`src/rtl/imm_gen_pipe_pkg.sv`:
```
// ============================================================================
// Module   : imm_gen_pipe_pkg
// Purpose  : Immediate-format select encodings shared by the immediate pipe.
// Revision : 1.0 - initial release
// ============================================================================
`default_nettype none

package imm_gen_pipe_pkg;

  localparam int IMM_SEL_W = 3;

  localparam logic [IMM_SEL_W-1:0] IMM_SEL_I = 3'd0;
  localparam logic [IMM_SEL_W-1:0] IMM_SEL_S = 3'd1;
  localparam logic [IMM_SEL_W-1:0] IMM_SEL_B = 3'd2;
  localparam logic [IMM_SEL_W-1:0] IMM_SEL_J = 3'd3;
  localparam logic [IMM_SEL_W-1:0] IMM_SEL_U = 3'd4;
  localparam logic [IMM_SEL_W-1:0] IMM_SEL_Z = 3'd5;

endpackage

`default_nettype wire

```
`src/rtl/imm_gen_pipe_extract.sv`:
```
// ============================================================================
// Module   : imm_extract
// Purpose  : Combinational I/S/B/J/U (and optional CSR zimm) immediate decode,
//            sign-extended to XLEN (32 or 64). Zimm under IMMGEN_CSR_ZIMM_EN.
// Revision : 1.0 - initial release
// ============================================================================
`default_nettype none

module imm_extract
  import imm_gen_pipe_pkg::*;
#(
  parameter int XLEN = 32
) (
  input  logic [31:0]          instruction_i,
  input  logic [IMM_SEL_W-1:0] imm_sel_i,
  output logic [XLEN-1:0]      immediate_o,
  output logic                 illegal_o
);

  logic [31:0] w_raw;
  logic        w_unused_opcode;

  // The opcode field never contributes to any immediate format.
  assign w_unused_opcode = ^instruction_i[6:0];

  always_comb begin
    w_raw     = 32'h0;
    illegal_o = 1'b0;
    case (imm_sel_i)
      IMM_SEL_I: w_raw = {{20{instruction_i[31]}}, instruction_i[31:20]};
      IMM_SEL_S: w_raw = {{20{instruction_i[31]}}, instruction_i[31:25], instruction_i[11:7]};
      IMM_SEL_B: w_raw = {{19{instruction_i[31]}}, instruction_i[31], instruction_i[7],
                          instruction_i[30:25], instruction_i[11:8], 1'b0};
      IMM_SEL_J: w_raw = {{11{instruction_i[31]}}, instruction_i[31], instruction_i[19:12],
                          instruction_i[20], instruction_i[30:21], 1'b0};
      IMM_SEL_U: w_raw = {instruction_i[31:12], 12'h000};
`ifdef IMMGEN_CSR_ZIMM_EN
      IMM_SEL_Z: w_raw = {27'h0, instruction_i[19:15]};
`endif
      default:   illegal_o = 1'b1;
    endcase
  end

  // Bit 31 of the 32-bit form is the sign for every format; zimm keeps it 0.
  generate
    if (XLEN > 32) begin : g_sext
      assign immediate_o = {{(XLEN-32){w_raw[31]}}, w_raw};
    end else begin : g_narrow
      assign immediate_o = w_raw[XLEN-1:0];
    end
  endgenerate

endmodule

`default_nettype wire

```
`src/rtl/imm_gen_pipe.sv`:
```
// ============================================================================
// Module   : imm_gen_pipe
// Purpose  : Registered immediate generator with 2-entry skid buffer, tag
//            sideband and issue counter. Optional zimm: IMMGEN_CSR_ZIMM_EN.
// Revision : 1.0 - initial release
// ============================================================================
`default_nettype none

module imm_gen_pipe
  import imm_gen_pipe_pkg::*;
#(
  parameter int XLEN  = 32,
  parameter int TAG_W = 8,
  parameter int CNT_W = 16
) (
  input  logic                 clk,
  input  logic                 rst,
  input  logic                 in_valid,
  output logic                 in_ready,
  input  logic [31:0]          instruction,
  input  logic [IMM_SEL_W-1:0] imm_sel,
  input  logic [TAG_W-1:0]     in_tag,
  output logic                 out_valid,
  input  logic                 out_ready,
  output logic [XLEN-1:0]      immediate,
  output logic [TAG_W-1:0]     out_tag,
  output logic                 out_illegal,
  output logic [CNT_W-1:0]     imm_count
);

  typedef struct packed {
    logic [XLEN-1:0]  immediate;
    logic [TAG_W-1:0] tag;
    logic             illegal;
  } imm_entry_t;

  imm_entry_t       main_q, main_d, skid_q, skid_d, w_new;
  logic             main_vld_q, main_vld_d, skid_vld_q, skid_vld_d;
  logic [CNT_W-1:0] cnt_q, cnt_d;
  logic [XLEN-1:0]  w_imm;
  logic             w_ill, w_in_hs, w_out_hs;

  imm_extract #(.XLEN(XLEN)) u_extract (
    .instruction_i (instruction),
    .imm_sel_i     (imm_sel),
    .immediate_o   (w_imm),
    .illegal_o     (w_ill)
  );

  assign w_new     = '{immediate: w_imm, tag: in_tag, illegal: w_ill};
  assign w_in_hs   = in_valid & ~skid_vld_q;
  assign w_out_hs  = main_vld_q & out_ready;

  always_comb begin
    main_d     = main_q;
    main_vld_d = main_vld_q;
    skid_d     = skid_q;
    skid_vld_d = skid_vld_q;
    cnt_d      = cnt_q + CNT_W'(w_out_hs);
    if (w_out_hs) begin
      // A full skid implies in_ready was low, so no new entry competes here.
      if (skid_vld_q) begin
        main_d     = skid_q;
        skid_vld_d = 1'b0;
      end else if (w_in_hs) begin
        main_d = w_new;
      end else begin
        main_vld_d = 1'b0;
      end
    end else if (w_in_hs) begin
      if (main_vld_q) begin
        skid_d     = w_new;
        skid_vld_d = 1'b1;
      end else begin
        main_d     = w_new;
        main_vld_d = 1'b1;
      end
    end
  end

  always_ff @(posedge clk) begin
    if (rst) begin
      main_q     <= '0;
      skid_q     <= '0;
      main_vld_q <= 1'b0;
      skid_vld_q <= 1'b0;
      cnt_q      <= '0;
    end else begin
      main_q     <= main_d;
      skid_q     <= skid_d;
      main_vld_q <= main_vld_d;
      skid_vld_q <= skid_vld_d;
      cnt_q      <= cnt_d;
    end
  end

  assign in_ready    = ~skid_vld_q;
  assign out_valid   = main_vld_q;
  assign immediate   = main_q.immediate;
  assign out_tag     = main_q.tag;
  assign out_illegal = main_q.illegal;
  assign imm_count   = cnt_q;

endmodule

`default_nettype wire
```
`config.mk`:
```
export PLATFORM = sky130hd
export DESIGN_NAME = imm_gen_pipe
export DESIGN_NICKNAME = d
export VERILOG_FILES = /design/src/rtl/imm_gen_pipe_pkg.sv /design/src/rtl/imm_gen_pipe_extract.sv /design/src/rtl/imm_gen_pipe.sv
export SDC_FILE = /design/constraint.sdc
export NUM_CORES = 1
export LEC_CHECK = 0
export CAP_MARGIN = 10
export CORE_MARGIN = 2
export CORE_UTILIZATION = 50
export CTS_CLUSTER_DIAMETER = 200
export DETAILED_ROUTE_END_ITERATION = 10
export PLACE_DENSITY = 0.82
export SLEW_MARGIN = 10
export SYNTH_ARGS = -nofsm -noshare
export SYNTH_HDL_FRONTEND = slang
export SYNTH_SLANG_ARGS = --single-unit
```
`constraint.sdc`:
```
create_clock -name clk -period 2.1 [get_ports clk]
set_input_delay 0.21 -clock clk [delete_from_list [all_inputs] [get_ports clk]]
set_output_delay 0.21 -clock clk [all_outputs]
set_load 0.1 [all_outputs]
```
==> summary.md, run 1 <==
| Metric | Value |
|---|---|
| Initial antenna violation count | 0 |
| # H-tree levels | 3 |
| Top cells by count, synth | 100 x dfxtp_1, 76 x a21oi_1, 72 x nor2_1, 61 x nand2_1, 33 x a211oi_1 |
| Clock latency on the worst-skew pair | 0.35 ns |
| Max incr delay on CP | 0.48 ns |
| Multi-input logic area | roughly 2200 sq um |
| Sequential power share | 0.483 |
| Max-slew violation count | 0 |
| # rows | 34 |
| Gr usage total | 0.225 |
| Max-cap viol count | 0 |
| Share of flip-flops with an asynchronous set or reset | 0 |
| Slew @ Worst Pin | 0.493 ns |
| Drt total wl | approximately 11 mm |
| Fin crit share | 0.848 |
| Clk network pwr share | 0.259 |
| Startpoint types | input pin |
| Die height | a little under 100 um |
| Largest net degree at the start of global routing | slightly below 80 |
| Max frequency | 0.561 GHz |
| Crit path arrival time | 2.02 ns |
| Combinational Power Share | 0.259 |
| Total Power | 4.21 mW |
| Port Buffers | 98 |
| Clk sinks | 100 |
| Yosys reg bits | 100 |
| Number of distinct library cells after synthesis | 40 |
| Final setup violation count | 0 |
| Hold violation count in the final report | 0 |
| Area growth syn-to-layout | 25.2% |
| Post-synth net total | 597 |
| PwrDens | 748 nW/um^2 |
| Initial core utilization | 0.516 |
| Status | completed |
| Final ANT Viol Nets | 0 |
| CTS Buf Count | 9 |
| Layout cells sized above 1 | 0.178 |
| Top_reg_cell synth | dfxtp_1 |
| Clock Path Buffers | 2 |
| First-pass GRT wire length | ~18 mm |
| Vias after detailed routing | about 4200 |
| Post-CTS Setup Bufs | 0 |
| Die Area | 9780 sq um |
| Pre-antenna DRT Iters | 5 |
| Worst-path fanout max | 6 |
| Mapped Area | 4500 sq um |
| Drt wl/cell | 14.8 um |
| RSZ-0062 raised after global routing | no |
| Post-synthesis sequential area ratio | 0.445 |
| CTS resizes | 0 |
| Critical path, cell by cell | clkdlybuf4s50_1 > and2_1 > ha_1 > ha_1 > nand2_1 > nor4_1 > xnor2_1 > nor2_1 |
| Syn Inst Count | 548 |
| WS Path Type | input pin to flip-flop |
| Synthesis Warnings | 0 |
| HPWL after detailed placement | 7.67 mm |
| Drt drc | 0 |
| CTS tree | built |
| Count leader, synth | dfxtp_1 |
| Cell accounting for the most synthesized area | dfxtp_1 |
| CP required | ~2.3 ns |
| Buffers and inverters on the worst path | 1 |
| GPL Wtd Cong | 0.859 |
| Internal | ~2.7 mW |
| Hold WC Path Type | input pin to flip-flop |
| Number of nets in the layout | 679 |
| Register area | 2010 sq um |
| Starting DRT DRC Count | 232 |
| Peak supply drop | 0.000327 V |
| Crit path top cell by count | ha_1 |
| Vias/cell | 5.65 |
| Yosys top cell area share | 0.445 |
| Post-Syn Area per Cell | slightly above 8 sq um |
| Floorplan Core Area | 8720 sq um |
| P_sw | around 1.5 mW |
| Final min period | ~1.8 ns |
| LEAKAGE | 2.13 nW |
| Final core utilization | 0.646 |
| Fill cells | 730 |
| CP endpoint kind | flip-flop |
| Crit path max-delay family | simple AND/OR/NAND/NOR gates |
| Placed inst area | 5470 sq um |
| Worst Skew | around 0.011 ns |
| GRT overflow | 0 |
| Crit path max-delay cell type | clkdlybuf4s50_1 |
| CTS Hold Bufs | 0 |
| Vias in the first global route | 3925 |
| I/O pins | 106 |
| EDFF count, synth | 0 |
| Finished Cell Area | approximately 5600 sq um |
| Dominant cells by area after synthesis | dfxtp_1 44%, a21oi_1 8.5%, nor2_1 6.0% |
| Worst-path clk slew | 0.09 ns |
| CTS root buffer | clkbuf_8 |
| Die Width | 98.9 um |
| # diodes | 0 |
| Slew headroom | 0.671 |
| Switching share of power | 0.352 |
==> logic make-up after synthesis <==
| group | count (synthesis) | share of synthesized area |
|---|---|---|
| AO/OA/AOI/OAI | 143 | 0.202 |
| multiplexers | 8 | 0.0181 |
| adder cells (fa/ha/maj) | 2 | 0.00556 |
| XOR/XNOR | 12 | 0.0275 |
| flip-flops | 100 | 0.445 |
| AND/OR/NAND/NOR | 222 | 0.236 |
| buffers and inverters | 61 | 0.0662 |
==> per-stage QoR <==
step / worst slack (ns) / hold WS [ns] / TNS, ns / instances
global placement: 0.0977 / 0.441 / 0 / 727
detailed placement: -0.00762 / 0.447 / -0.00762 / 727
finish: 0.318 / 0.303 / 0 / 743
global route: 0.176 / 0.312 / 0 / 743
CTS: 0.323 / 0.289 / 0 / 743
floorplan: 0.0195 / 0.346 / 0 / 548
==> routing by layer <==
layer / global-route usage / up-vias / share of wire
met5: 0 / - / 0
met4: 0.0885 / 0 / 0.016
met3: 0.0440 / 19 / 0.062
met2: 0.376 / 130 / 0.48
met1: 0.286 / 1960 / 0.44
li1: - / 2086 / -
==> worst register-to-register path, cell delays in order (launching register included) <==
cell,delay [ns]
dfxtp_1,0.53
mux2i_1,0.29
or2_1,0.17
buf_12,0.20
nand2b_1,0.27
o32ai_1,0.21
==> power groups by stage <==
stage | registers [mW] | logic (mW) | clock network [mW]
floorplan | 2.53 | 0.340 | 0
global placement | 2.07 | 1.08 | 0
detailed placement | 2.08 | 1.09 | 0
CTS | 2.03 | 1.09 | 1.12
global route | 2.05 | 1.15 | 1.19
finish | 2.03 | 1.09 | 1.09
==> layout make-up <==
cell class                 instances  share of cell area
tap                              108              0.0240
timing repair buffer             120               0.187
clock inverter                     6             0.00711
inverter                          12             0.00800
sequential                       100               0.357
clock buffer                      10              0.0227
multi-input combinational        387               0.394
==> registers in the layout (all words and copies together), names as in the netlist <==
| register | flops |
|---|---|
| skid_q | 41 |
| out_tag | 8 |
| out_illegal | 1 |
| out_valid | 1 |
| imm_count | 16 |
| skid_vld_q | 1 |
| immediate | 32 |
==> layout by cell type (no fill, tap or decap), types with 2 or more instances in the layout <==
| cell | Yosys | routed |
|---|---|---|
| dfxtp_1 | 100 | 93 |
| nor4_1 | 5 | 5 |
| buf_4 | 6 | 76 |
| nor2_1 | 72 | 71 |
| or3_1 | 10 | 10 |
| clkbuf_8 | 0 | 9 |
| clkinv_2 | 0 | 3 |
| o21ai_0 | 4 | 4 |
| clkdlybuf4s50_1 | 0 | 38 |
| or2_2 | 2 | 2 |
| nand3b_1 | 14 | 14 |
| a311oi_1 | 8 | 8 |
| mux2i_1 | 7 | 7 |
| nor3b_1 | 6 | 6 |
| nor2b_1 | 5 | 5 |
| and2_1 | 2 | 2 |
| nor3_1 | 22 | 22 |
| dfxtp_2 | 0 | 7 |
| o21ai_2 | 2 | 2 |
| a211oi_1 | 33 | 33 |
| nand4_1 | 2 | 2 |
| nand2b_1 | 3 | 3 |
| xor2_1 | 2 | 2 |
| nand3_1 | 11 | 11 |
| buf_12 | 0 | 5 |
| nand2_1 | 61 | 61 |
| a211o_1 | 11 | 11 |
| a21oi_1 | 76 | 76 |
| ha_1 | 2 | 2 |
| inv_1 | 12 | 12 |
| o32ai_1 | 8 | 8 |
| xnor2_1 | 9 | 9 |
==> path summary, 6_finish.rpt <==
kind	startpoint	to	slack [ns]	depth (start not counted)
hold / removal	rst	imm_count[13]	0.30	2
setup reg to reg	skid_vld_q	immediate[18]	0.33	5
hold reg to reg	skid_q[11]	skid_q[11]	0.46	2
setup / recovery	out_ready	imm_count[14]	0.32	8
Power figures use the tool's default switching activity.
==> inputs of run 2 (changes only) <==
==> constraint.sdc (replaced) <==
create_clock -name clk -period 1.83 [get_ports clk]
set_input_delay 0.183 -clock clk [delete_from_list [all_inputs] [get_ports clk]]
set_output_delay 0.183 -clock clk [all_outputs]
set_load 0.1 [all_outputs]
==> run 2 against run 1 <==
First-iteration DRC count up 15%; design area up 4.0%; sequential share of layout area down 1.2 points; register-to-register slack worse by 0.19 ns; setup slack worse by 0.18 ns; via count up 1.3%; utilization up 2.6 points; largest cell class unchanged; highest routed layer unchanged.
==> summary.md, run 2 (same netlist as run 1, synthesis figures left out) <==
| Metric | Value |
|---|---|
| P_sw | 1.70 mW |
| WS Path Type | flip-flop to flip-flop |
| Placed inst area | around 5600 sq um |
| Most common cell after layout, fill and taps aside | dfxtp_1 |
| Initial core utilization | 0.516 |
| Setup TNS Final | 0 ns |
| Total Power | 5.21 mW |
| Max-cap viol count | 0 |
| Vias/cell | 5.62 |
| Clk sinks | 100 |
| Final core utilization | 0.672 |
| Register area | 2020 sq um |
| Max frequency | between 0.5 and 0.6 GHz |
| Floorplan Core Area | just under 9000 sq um |
| Die Area | 9780 sq um |
| Layout cells sized above 1 | 0.210 |
| Finished Cell Area | 5860 sq um |
| Hold_ws | 0.0969 ns |
| Gr usage total | 0.232 |
| Area growth syn-to-layout | 30.2% |
| Vias in the first global route | 4003 |
| Drt wl/cell | around 15 um |
| Most frequent cells in the layout | 87 x dfxtp_1, 86 x buf_4, 76 x a21oi_1 |
| Final min period | 1.69 ns |
| Max-slew violation count | 0 |
| Clk network pwr share | 0.307 |
| Status | completed |
| Startpoint types | flip-flop |
| Slew headroom | 0.725 |
| Starting DRT DRC Count | about 270 |
| Final setup violation count | 0 |
| Internal | 3.51 mW |
| I/O pins | 106 |
| Pre-antenna DRT Iters | 4 |
| Flip-flop count of the largest register after layout | 41 |
| Largest net degree at the start of global routing | 75 |
| CTS root buffer | clkbuf_8 |
| Fin cells | 756 |
| PwrDens | slightly below 900 nW/um^2 |
| # H-tree levels | 3 |
| Hold WC Path Type | input pin to flip-flop |
| FF-to-FF path depth | 7 |
| Hold-critical path depth | 2 |
| CTS Buf Count | 9 |
| Dpl ws | -0.182 ns |
| Worst Skew | 0.00957 ns |
| Vias after detailed routing | about 4200 |
| # diodes | 0 |
| Reg with most FFs | skid_q |
| Clock latency on the worst-skew pair | 0.35 ns |
| Peak supply drop | ~0.00062 V |
| Hold violation count in the final report | 0 |
| CTS tree | built |
| Post-CTS Setup Bufs | 0 |
| GPL Wtd Cong | ~0.83 |
| Final worst setup slack | 0.139 ns |
| Reg2reg start | out_valid |
| Drt drc | 0 |
| Die Width | 98.9 um |
| Hold path start | rst |
| Die height | 98.9 um |
| Crit path arrival time | slightly below 2 ns |
| First-pass GRT wire length | around 19 mm |
| Port Buffers | between 90 and 100 |
| Multi-input logic area | 2230 sq um |
| Drt total wl | 11.4 mm |
| Fill cells | 708 |
| Worst-path clk slew | about 0.10 ns |
| Switching share of power | 0.327 |
| Worst setup path startpoint | out_valid |
| LEAKAGE | 2.24 nW |
| Combinational Power Share | 0.245 |
| HPWL after detailed placement | a little under 8 mm |
| Slew @ Worst Pin | about 0.41 ns |
| # rows | 34 |
| Final ANT Viol Nets | 0 |
| Number of nets in the layout | 692 |
| Sequential power share | 0.448 |
| GRT overflow | 0 |
| Initial antenna violation count | 0 |
| Worst-path fanout max | 10 |
| CP required | 2.08 ns |
| Placed cells | 740 |
| Clock Path Buffers | 2 |
| CP endpoint kind | flip-flop |
| Fin crit share | 0.924 |
## run 2: layout make-up
cell class	instances	area share
multi-input cells	387	0.381
flip-flops and latches	100	0.345
repair buffers	133	0.203
clock buffers	11	0.0258
well taps	108	0.0231
clock inverters	5	0.0141
inverters	12	0.00769
## run 2: power by group through the flow
stage,Combinational (mW),Sequential (mW),Clock (mW)
3_3_place_gp,1.26,2.38,0
2_1_floorplan,0.391,2.91,0
3_5_place_dp,1.27,2.39,0
6_report,1.28,2.34,1.60
5_1_grt,1.34,2.35,1.71
4_1_cts,1.28,2.34,1.62
## run 2: critical path, stage by stage, from the launching register on
cell and delay (ns):
dfxtp_4 0.40, and2_1 0.16, ha_1 0.19, ha_1 0.20
nand2_2 0.11, nor4_2 0.32, xnor2_1 0.16, nor2_1 0.05
## run 2: worst paths after layout
path         slack (ns)       endpoint
max                0.14  imm_count[12]
min                 0.1   imm_count[2]
max reg2reg        0.14  imm_count[12]
min reg2reg        0.46      skid_q[1]
## run 2: what timing repair did
action | 4_1_cts | 5_1_grt
resized for setup | 0 | 4
hold buffers | 0 | 0
endpoints found under the setup margin | 0 | 8
## run 2: per-layer routing
layer,share of wire,vias up,global-route usage
li1,-,2111,-
met1,0.44,2017,0.300
met2,0.49,103,0.394
met3,0.050,18,0.0397
met4,0.019,0,0.0801
met5,0,-,0
==> inputs of run 3 (changes only) <==
--- a/config.mk
+++ b/config.mk
@@ -5,13 +5,14 @@
 export SDC_FILE = /design/constraint.sdc
 export NUM_CORES = 1
 export LEC_CHECK = 0
+export ABC_CLOCK_PERIOD_IN_PS = 1830
 export CAP_MARGIN = 10
 export CORE_MARGIN = 2
 export CORE_UTILIZATION = 50
 export CTS_CLUSTER_DIAMETER = 200
 export DETAILED_ROUTE_END_ITERATION = 10
 export PLACE_DENSITY = 0.82
-export SLEW_MARGIN = 10
+export SLEW_MARGIN = 20
 export SYNTH_ARGS = -nofsm -noshare
 export SYNTH_HDL_FRONTEND = slang
 export SYNTH_SLANG_ARGS = --single-unit
==> results of run 3 <==
Final layout, timing and power as in run 2 (identical DEF).
